[src/rtl/stdp_pkg.sv]
// stdp_pkg: FSM state encodings and default weight constants shared across the STDP path
package stdp_pkg;
   typedef enum logic {ST_IDLE = 1'b0, ST_HOLD = 1'b1} state_t;
   localparam int DEF_W_WIDTH = 8;
   localparam int DEF_W_INIT  = 128;
   localparam int DEF_W_MAX   = 255;
   localparam int DEF_W_MIN   = 0;
endpackage

[src/rtl/stdp_edge_det.sv]
// stdp_edge_det: 1-bit rising-edge detector for the level-held direction signals
module stdp_edge_det (
   input  logic clk,
   input  logic rst,
   input  logic i_d,
   output logic o_rise
);
   logic r_q;
   // delayed copy of the level, sampled every cycle
   always_ff @(posedge clk or posedge rst)
      if (rst) r_q <= 1'b0;
      else     r_q <= i_d;
   assign o_rise = i_d & ~r_q;
endmodule

[src/rtl/stdp_weight_update.sv]
// stdp_weight_update: turns incr/decr direction events into rate-limited saturating weight steps
module stdp_weight_update
   import stdp_pkg::*;
#(
   parameter int W_WIDTH  = DEF_W_WIDTH,
   parameter int W_INIT   = DEF_W_INIT,
   parameter int W_MAX    = DEF_W_MAX,
   parameter int W_MIN    = DEF_W_MIN,
   parameter int STEP_UP  = 4,
   parameter int STEP_DN  = 4,
   parameter int HOLD_CYC = 3
) (
   input  logic               clk,
   input  logic               rst,
   input  logic               en,
   input  logic               incr,
   input  logic               decr,
   input  logic               sim,
   output logic [W_WIDTH-1:0] weight,
   output logic               upd_pulse,
   output logic               sat_hi,
   output logic               sat_lo,
   output logic               busy,
   output logic [7:0]         drop_cnt
);
   localparam int CW = $clog2(HOLD_CYC + 1);
   localparam logic [CW-1:0]    L_HOLD = CW'(HOLD_CYC);
   localparam logic [CW-1:0]    L_ONE  = CW'(1);
   localparam logic [W_WIDTH:0] L_MAX  = (W_WIDTH + 1)'(W_MAX);
   localparam logic [W_WIDTH:0] L_MIN  = (W_WIDTH + 1)'(W_MIN);
   localparam logic [W_WIDTH:0] L_UP   = (W_WIDTH + 1)'(STEP_UP);
   localparam logic [W_WIDTH:0] L_DN   = (W_WIDTH + 1)'(STEP_DN);
   localparam logic [W_WIDTH-1:0] L_INIT = W_WIDTH'(W_INIT);

   logic w_up, w_dn, w_ev, w_take, w_drop;
   state_t r_state, w_state_nxt;
   logic [CW-1:0] r_cnt, w_cnt_nxt;
   logic [W_WIDTH-1:0] r_weight, w_weight_nxt, w_up_val, w_dn_val;
   logic [W_WIDTH:0] w_sum_up, w_ext;
   logic r_upd, r_sat_hi, r_sat_lo;
   logic [7:0] r_drop;

   stdp_edge_det u_ed_incr (.clk(clk), .rst(rst), .i_d(incr), .o_rise(w_up));
   stdp_edge_det u_ed_decr (.clk(clk), .rst(rst), .i_d(decr), .o_rise(w_dn));

   assign w_ev     = en & ~sim & (w_up ^ w_dn);
   assign w_ext    = {1'b0, r_weight};
   assign w_sum_up = w_ext + L_UP;
   assign w_up_val = (w_sum_up > L_MAX) ? L_MAX[W_WIDTH-1:0] : w_sum_up[W_WIDTH-1:0];
   assign w_dn_val = (w_ext < L_MIN + L_DN) ? L_MIN[W_WIDTH-1:0] : r_weight - L_DN[W_WIDTH-1:0];
   assign w_weight_nxt = w_take ? (w_up ? w_up_val : w_dn_val) : r_weight;

   // next-state: accept an event in IDLE, count down the hold window, drop events while holding
   always_comb begin
      w_state_nxt = r_state;
      w_cnt_nxt   = r_cnt;
      w_take      = 1'b0;
      w_drop      = 1'b0;
      if (r_state == ST_IDLE) begin
         w_take = w_ev;
         if (w_ev) begin
            w_state_nxt = ST_HOLD;
            w_cnt_nxt   = L_HOLD;
         end
      end else begin
         w_drop    = w_ev;
         w_cnt_nxt = r_cnt - L_ONE;
         if (r_cnt == L_ONE) w_state_nxt = ST_IDLE;
      end
   end

   // FSM state and hold counter registers
   always_ff @(posedge clk or posedge rst)
      if (rst) begin
         r_state <= ST_IDLE;
         r_cnt   <= '0;
      end else begin
         r_state <= w_state_nxt;
         r_cnt   <= w_cnt_nxt;
      end

   // weight, update pulse and saturation flags all follow the same next-weight value
   always_ff @(posedge clk or posedge rst)
      if (rst) begin
         r_weight <= L_INIT;
         r_upd    <= 1'b0;
         r_sat_hi <= (W_INIT == W_MAX);
         r_sat_lo <= (W_INIT == W_MIN);
      end else begin
         r_weight <= w_weight_nxt;
         r_upd    <= w_take;
         r_sat_hi <= ({1'b0, w_weight_nxt} == L_MAX);
         r_sat_lo <= ({1'b0, w_weight_nxt} == L_MIN);
      end

   // saturating count of events lost to the hold window
   always_ff @(posedge clk or posedge rst)
      if (rst)                          r_drop <= '0;
      else if (w_drop && r_drop != 8'hFF) r_drop <= r_drop + 8'd1;

   assign weight    = r_weight;
   assign upd_pulse = r_upd;
   assign sat_hi    = r_sat_hi;
   assign sat_lo    = r_sat_lo;
   assign busy      = (r_state == ST_HOLD);
   assign drop_cnt  = r_drop;
endmodule

[config.mk]
export PLATFORM = sky130hd
export DESIGN_NAME = stdp_weight_update
export DESIGN_NICKNAME = d
export VERILOG_FILES = /design/src/rtl/stdp_pkg.sv /design/src/rtl/stdp_edge_det.sv /design/src/rtl/stdp_weight_update.sv
export SDC_FILE = /design/constraint.sdc
export NUM_CORES = 1
export LEC_CHECK = 0
export BUFFER_PORTS_ARGS = -buffer_cell sky130_fd_sc_hd__clkbuf_2
export CAP_MARGIN = 5
export CELL_PAD_IN_SITES_DETAIL_PLACEMENT = 0
export CELL_PAD_IN_SITES_GLOBAL_PLACEMENT = 1
export CORE_ASPECT_RATIO = 1.25
export CORE_UTILIZATION = 42
export CTS_CLUSTER_DIAMETER = 30
export DETAILED_ROUTE_END_ITERATION = 10
export GPL_ROUTABILITY_DRIVEN = 0
export PLACE_DENSITY = 0.9
export SETUP_SLACK_MARGIN = 0.15
export SYNTH_ARGS = -nofsm -noshare
export SYNTH_HDL_FRONTEND = slang
export SYNTH_SLANG_ARGS = --single-unit
export TNS_END_PERCENT = 10
[constraint.sdc]
create_clock -name clk -period 3.5 [get_ports clk]
set_input_delay 0.7 -clock clk [delete_from_list [all_inputs] [get_ports clk]]
set_output_delay 0.7 -clock clk [all_outputs]
set_load 0.05 [all_outputs]
**Word level (Yosys, flattened, before mapping)**

Cells that the tools add are included.

- Logic and storage cells: 40
- Output and inout port bits: 20
- Register bits: 24
- Input bits: 6

- Reductions and logical operators: 3
- Mux-type cells: 11
- Equal/unequal tests: 3
- $add $sub $neg: 4
- Bitwise operators: 8
- Magnitude comparators: 2

Operator list:

| cell | count |
|---|---|
| 8-bit two-way mux | 4 |
| 8-bit by 3-bit adder with 9-bit output, second input constant | 1 |
| 9-bit by 8-bit > comparator with 1-bit output, second input constant | 1 |
| 8-bit by 1-bit adder with 8-bit output, second input constant | 1 |
| 8-bit equality test, second input constant | 1 |
| 8-bit logical NOT | 1 |
| 8-bit by 3-bit less-than comparator with 1-bit output, second input constant | 1 |
| 8-bit != test, second input constant | 1 |
| 8-bit by 3-bit subtractor with 8-bit output, second input constant | 1 |
| 1-bit two-way mux | 5 |
| 1-bit AND | 4 |
| 2-bit two-way mux | 2 |
| 1-bit inverter | 3 |
| 2-bit by 1-bit equality test with 1-bit output, second input constant | 1 |
| 2-bit nonzero test | 1 |
| 2-bit by 1-bit subtractor with 2-bit output, second input constant | 1 |
| 1-bit logical AND | 1 |
| 1-bit bitwise XOR | 1 |

**Depth between registers and ports, before layout**

- Word-level depth: 7
- Depth in mapped cells: 9
- Mapped depth without buffers: 8

**Hierarchy**

From an unflattened synthesis, not the netlist that was laid out.

- Cells, all modules: 145
- Area total of the unflattened synthesis: 1526.5 um^2

By module, submodules not included:

| module | sequential area each (um^2) | area each (um^2) | cells each | instances |
|---|---|---|---|---|
| stdp_weight_update | 551.8 | 1441.4 | 139 | 1 |
| stdp_edge_det | 25.0 | 42.5 | 3 | 2 |

**Worst setup path after synthesis**

No wires, ideal clock.

- Kind: register to register
- Start point: register r_weight[2], in the netlist weight[2]
- End point: register r_sat_lo, in the netlist sat_lo
- Path buffers: 1
- Data required time: 3.371 ns
- Slack: 0.661 ns
- Period minus slack after synthesis: 2.839 ns
- Arrival time: 2.710 ns
- Library setup time: 0.129 ns
- Stages on the path, launching flop included: 10
- Cells stage by stage: dfrtp_1 -> buf_6 -> inv_1 -> ha_1 -> or3b_1 -> o31a_1 -> or4b_4 -> or2_1 -> nand4_1 -> nor4_1

- Word-level cells in the longest chain between the ends: 6
- Elaborated cells between the ends (all ways): 9
- Classes of those cells: 2 x add/sub; 2 x order compare; 4 x mux; 1 x reduce/logical

RTL lines:

| element | line | RTL |
|---|---|---|
| start, declared | stdp_weight_update.sv:38 | `logic [W_WIDTH-1:0] r_weight, w_weight_nxt, w_up_val, w_dn_val;` |
| start signal, assigned | stdp_weight_update.sv:90 | `r_weight <= w_weight_nxt;` |
| 8-bit by 3-bit adder with 9-bit output | stdp_weight_update.sv:48 | `assign w_sum_up = w_ext + L_UP;` |
| 9-bit by 8-bit > comparator with 1-bit output | stdp_weight_update.sv:49 | `assign w_up_val = (w_sum_up > L_MAX) ? L_MAX[W_WIDTH-1:0] : w_sum_up[W_WIDTH-1:0];` |
| 8-bit two-way mux | stdp_weight_update.sv:49 |  |
| 8-bit two-way mux | stdp_weight_update.sv:51 | `assign w_weight_nxt = w_take ? (w_up ? w_up_val : w_dn_val) : r_weight;` |
| 8-bit two-way mux * | stdp_weight_update.sv:51 |  |
| 8-bit logical NOT * | stdp_weight_update.sv:93 | `r_sat_lo <= ({1'b0, w_weight_nxt} == L_MIN);` |
| end signal, assigned | stdp_weight_update.sv:88 | `r_sat_lo <= (W_INIT == W_MIN);` |
| end signal, assigned | stdp_weight_update.sv:93 |  |
| end, declared | stdp_weight_update.sv:40 | `logic r_upd, r_sat_hi, r_sat_lo;` |

Mark *: on every way between the ends. The rest lies on a longest branch, timed or not.
A chain may end at the register's enable or synchronous reset.

**Worst setup path after layout**

Same ends and word-level chain as after synthesis.

==> flow_summary_export.csv <==
group,metric,value,unit
cts,cts_tree,"done",
floorplanning,ios,26,
setup_path,critPathMaxFanout,12,
route,drc,0,
grt,grt_max_degree,25,
cts,post_cts_buffers,0,
cts,cts_buffer_depth,2,
timing,clock.fmax,0.348,GHz
setup_path,critPathKind,"register to register",
timing,holdWs,0.503,ns
grt,grt_usage,19.8,%
min_path,hp-class,"register to register",
timing,maxSlewHeadroom,39.9,%
power_and_ir_drop,power.switching,0.000667,W
power_and_ir_drop,combPwrFrac,48.6,%
setup_path,cp-start-kind,"register",
route,viasPerCell,5.98,
yosys,synth_top_area_cell,"dfrtp_1",
outcome,status,"completed",
power_and_ir_drop,p_seq_share,37.2,%
cts,clk_latency,0.27,ns
timing,fin_skew,0.00575,ns
setup_path,crit_path_end_kind,"register",
yosys,synth_seq_cells,24,
power_and_ir_drop,ir_drop,548,uV
finish,drive_gt1_share,22.0,%
setup_path,r2r_cells,8,
setup_path,rr_startpoint,"weight[2]",
floorplanning,die_area,0.00369,mm2
yosys,yosysWarnings,0,
floorplanning,coreArea,0.00325,mm2
setup_path,r2r_slack,0.63,ns
power_and_ir_drop,p_int,0.000652,W
timing,rsz0062_at_grt,"false",
route,ant_nets,0,
cts,cts_resized,0,
cts,root_buffer,"clkbuf_8",
route,wire_per_inst,15.2,um
yosys,synth_top_cell_area_share,39.8,%
yosys,async_reset_ff_share,100,%
grt,grt_pass1_vias,1185,
timing,layout_worst_path_cycle_share,82.1,%
cts,clkTransAtPathRegs,0.08,ns
route,vias,1255,
yosys,ys.flop_type,"dfrtp_1",
timing,finalSetupViolCount,0,
yosys,yosysSeqAreaShare,41.6,%
grt,grt_overflow,0,
finish,nNetsFinal,185,
placed_design,dp_slack,0.693,ns
setup_path,crit_end,"sat_lo",
cts,cts_inserted_buffers,3,
route,routed_wl,3190,um
cts,postCtsHoldBufs,0,
cts,clock_sinks,24,
timing,hold_viol_final,0,
power_and_ir_drop,swShare,50.6,%
yosys,synth.area.top_cells,"dfrtp_1 (40%), xnor2_1 (5.4%), nand2_1 (4.4%)",
yosys,syn-instance-count,153,
yosys,synth_cell_types,47,
setup_path,cp.depth,8,
power_and_ir_drop,p_leak,0.750,nW
power_and_ir_drop,clkPwrFrac,14.2,%
route,drt_iter0_markers,86,
setup_path,timing.rr.end,"sat_lo",
floorplanning,core.rowCount,23,
timing,worst_pin_slew,0.900,ns
placed_design,placed_cell_area,0.00157,mm2
cts,cts_htree_levels,1,
timing,worst_slack,0.628,ns
yosys,synth_nets,164,
grt,grt_first_pass_wirelength,5290,um
yosys,synth-edff-count,0,
yosys,syn_avg_cell_area,9.46,um2
finish,n_antenna_cell,0,
finish,ff_latch_area,602,um2
route,firstDrtPassIters,4,
placed_design,hpwl,2390,um
floorplanning,die_height,67.6,um
finish,fin_util,49.8,%
job,maxCapViolCount,0,
finish,design_area,0.00162,mm2
setup_path,critPathSlowestCell,"dfrtp_1",
setup_path,cp_num_buf_inv,1,
setup_path,path_cells,"inv_1 > ha_1 > or3b_1 > o31a_1 > or4b_4 > or2_1 > nand4_1 > nor4_1",
finish,n_fill_cell,317,
setup_path,cpLargestDelayFamily,"simple AND/OR/NAND/NOR gates",
yosys,synthesis.area,0.00145,mm2
timing,min_period,2.87,ns
timing,drv_slew,0,
finish,syn2layout_area_growth,11.9,%
setup_path,worstPathArrival,3.01,ns
floorplanning,die_x,54.5,um
setup_path,worstPathRequired,3.64,ns
finish,multiInputGateArea,757,um2
power_and_ir_drop,p_per_area,814,mW/mm2
timing,fin_tns_setup,0,ns
floorplanning,start_util,44.5,%
placed_design,io_buffers,25,
min_path,hold_depth,1,
setup_path,slowest_delay,0.58,ns
setup_path,startpoint,"weight[2]",
grt,antenna_found_initial,0,
[cells in the final DEF (no fill, tap or decap), types with 2 or more instances in the layout]
cell | netlist | final
clkbuf_2 | 0 | 25
dfrtp_1 | 23 | 23
nand2_1 | 17 | 17
o21ai_0 | 10 | 10
xnor2_1 | 9 | 9
nand3_1 | 7 | 7
inv_1 | 7 | 7
nand4_1 | 6 | 6
nor2_1 | 5 | 5
a31oi_1 | 5 | 5
ha_1 | 5 | 5
and3_1 | 4 | 4
a21oi_1 | 4 | 4
clkbuf_8 | 0 | 4
nor3_1 | 3 | 3
nand2b_1 | 2 | 2
o31a_1 | 2 | 2
nor4_1 | 2 | 2
a41oi_1 | 2 | 2
or3_1 | 2 | 2
mux2i_1 | 2 | 2
mux2_2 | 2 | 2
xor2_1 | 2 | 2
or4_1 | 2 | 2
[routing by layer]
metal,track usage [%],wire length (um),vias to the layer above
li1,-,-,595
met1,24.7,1380,609
met2,31.7,1570,40
met3,2.70,121,11
met4,11.5,117,0
met5,0,0,-
[synth_stat cells, types with 2 or more instances]
cell,instances
nor3_1,3
buf_2,4
or3_1,2
ha_1,5
nand2_1,17
nor4_1,2
mux2_2,2
mux2i_1,2
a21oi_1,4
nand2b_1,2
a41oi_1,2
a31oi_1,5
o21ai_0,10
inv_1,7
nor2_1,5
o31a_1,2
xor2_1,2
nand3_1,7
clkbuf_1,2
xnor2_1,9
dfrtp_1,23
nand4_1,6
buf_6,2
or4_1,2
and3_1,4
[power by group through the flow]
stage | clock network (W) | logic (W) | registers, W
after floorplan | 0 | 0.000375 | 0.000606
after global placement | 0 | 0.000626 | 0.000487
after detailed placement | 0 | 0.000638 | 0.000491
after CTS | 0.000191 | 0.000639 | 0.000485
after global routing | 0.000201 | 0.000695 | 0.000503
final | 0.000188 | 0.000641 | 0.000491
[state kept, by name (all words and copies together) (netlist names)]
signal	cells
u_ed_decr.r_q	1
drop_cnt	8
sat_hi	1
r_cnt	2
weight	8
busy	1
sat_lo	1
u_ed_incr.r_q	1
upd_pulse	1
[area by class of cell]
type                    count  share of cell area, %
well taps                  37                   2.86
clock buffers               4                   3.40
inverters                   8                   2.16
repair buffers             25                   7.72
multi-input cells         112                   46.7
flip-flops and latches     24                   37.1
[metrics by stage]
step	std cells	total power (W)
after floorplan	153	0.000981
after detailed placement	206	0.00113
final	210	0.00132
after global placement	206	0.00111
after CTS	210	0.00132
after global routing	210	0.00140
[worst min path at each step]
stage | end | from
after detailed placement | drop_cnt[5] | drop_cnt[5]
after global routing | drop_cnt[7] | drop_cnt[7]
after floorplan | r_cnt[0] | r_cnt[0]
final | drop_cnt[7] | drop_cnt[7]
after global placement | r_cnt[0] | r_cnt[0]
after CTS | drop_cnt[7] | drop_cnt[7]
[cell families after synthesis]
family | Yosys count | synth area share (%)
buffers and inverters | 17 | 6.14
DFF | 24 | 41.6
xor gates and xnor gates | 11 | 6.66
muxes | 4 | 2.94
AOI/OAI and AO/OA | 33 | 15.4
and+or+nand+nor | 59 | 23.0
adders and majority gates | 5 | 4.32
Power figures use the tool's default switching activity.
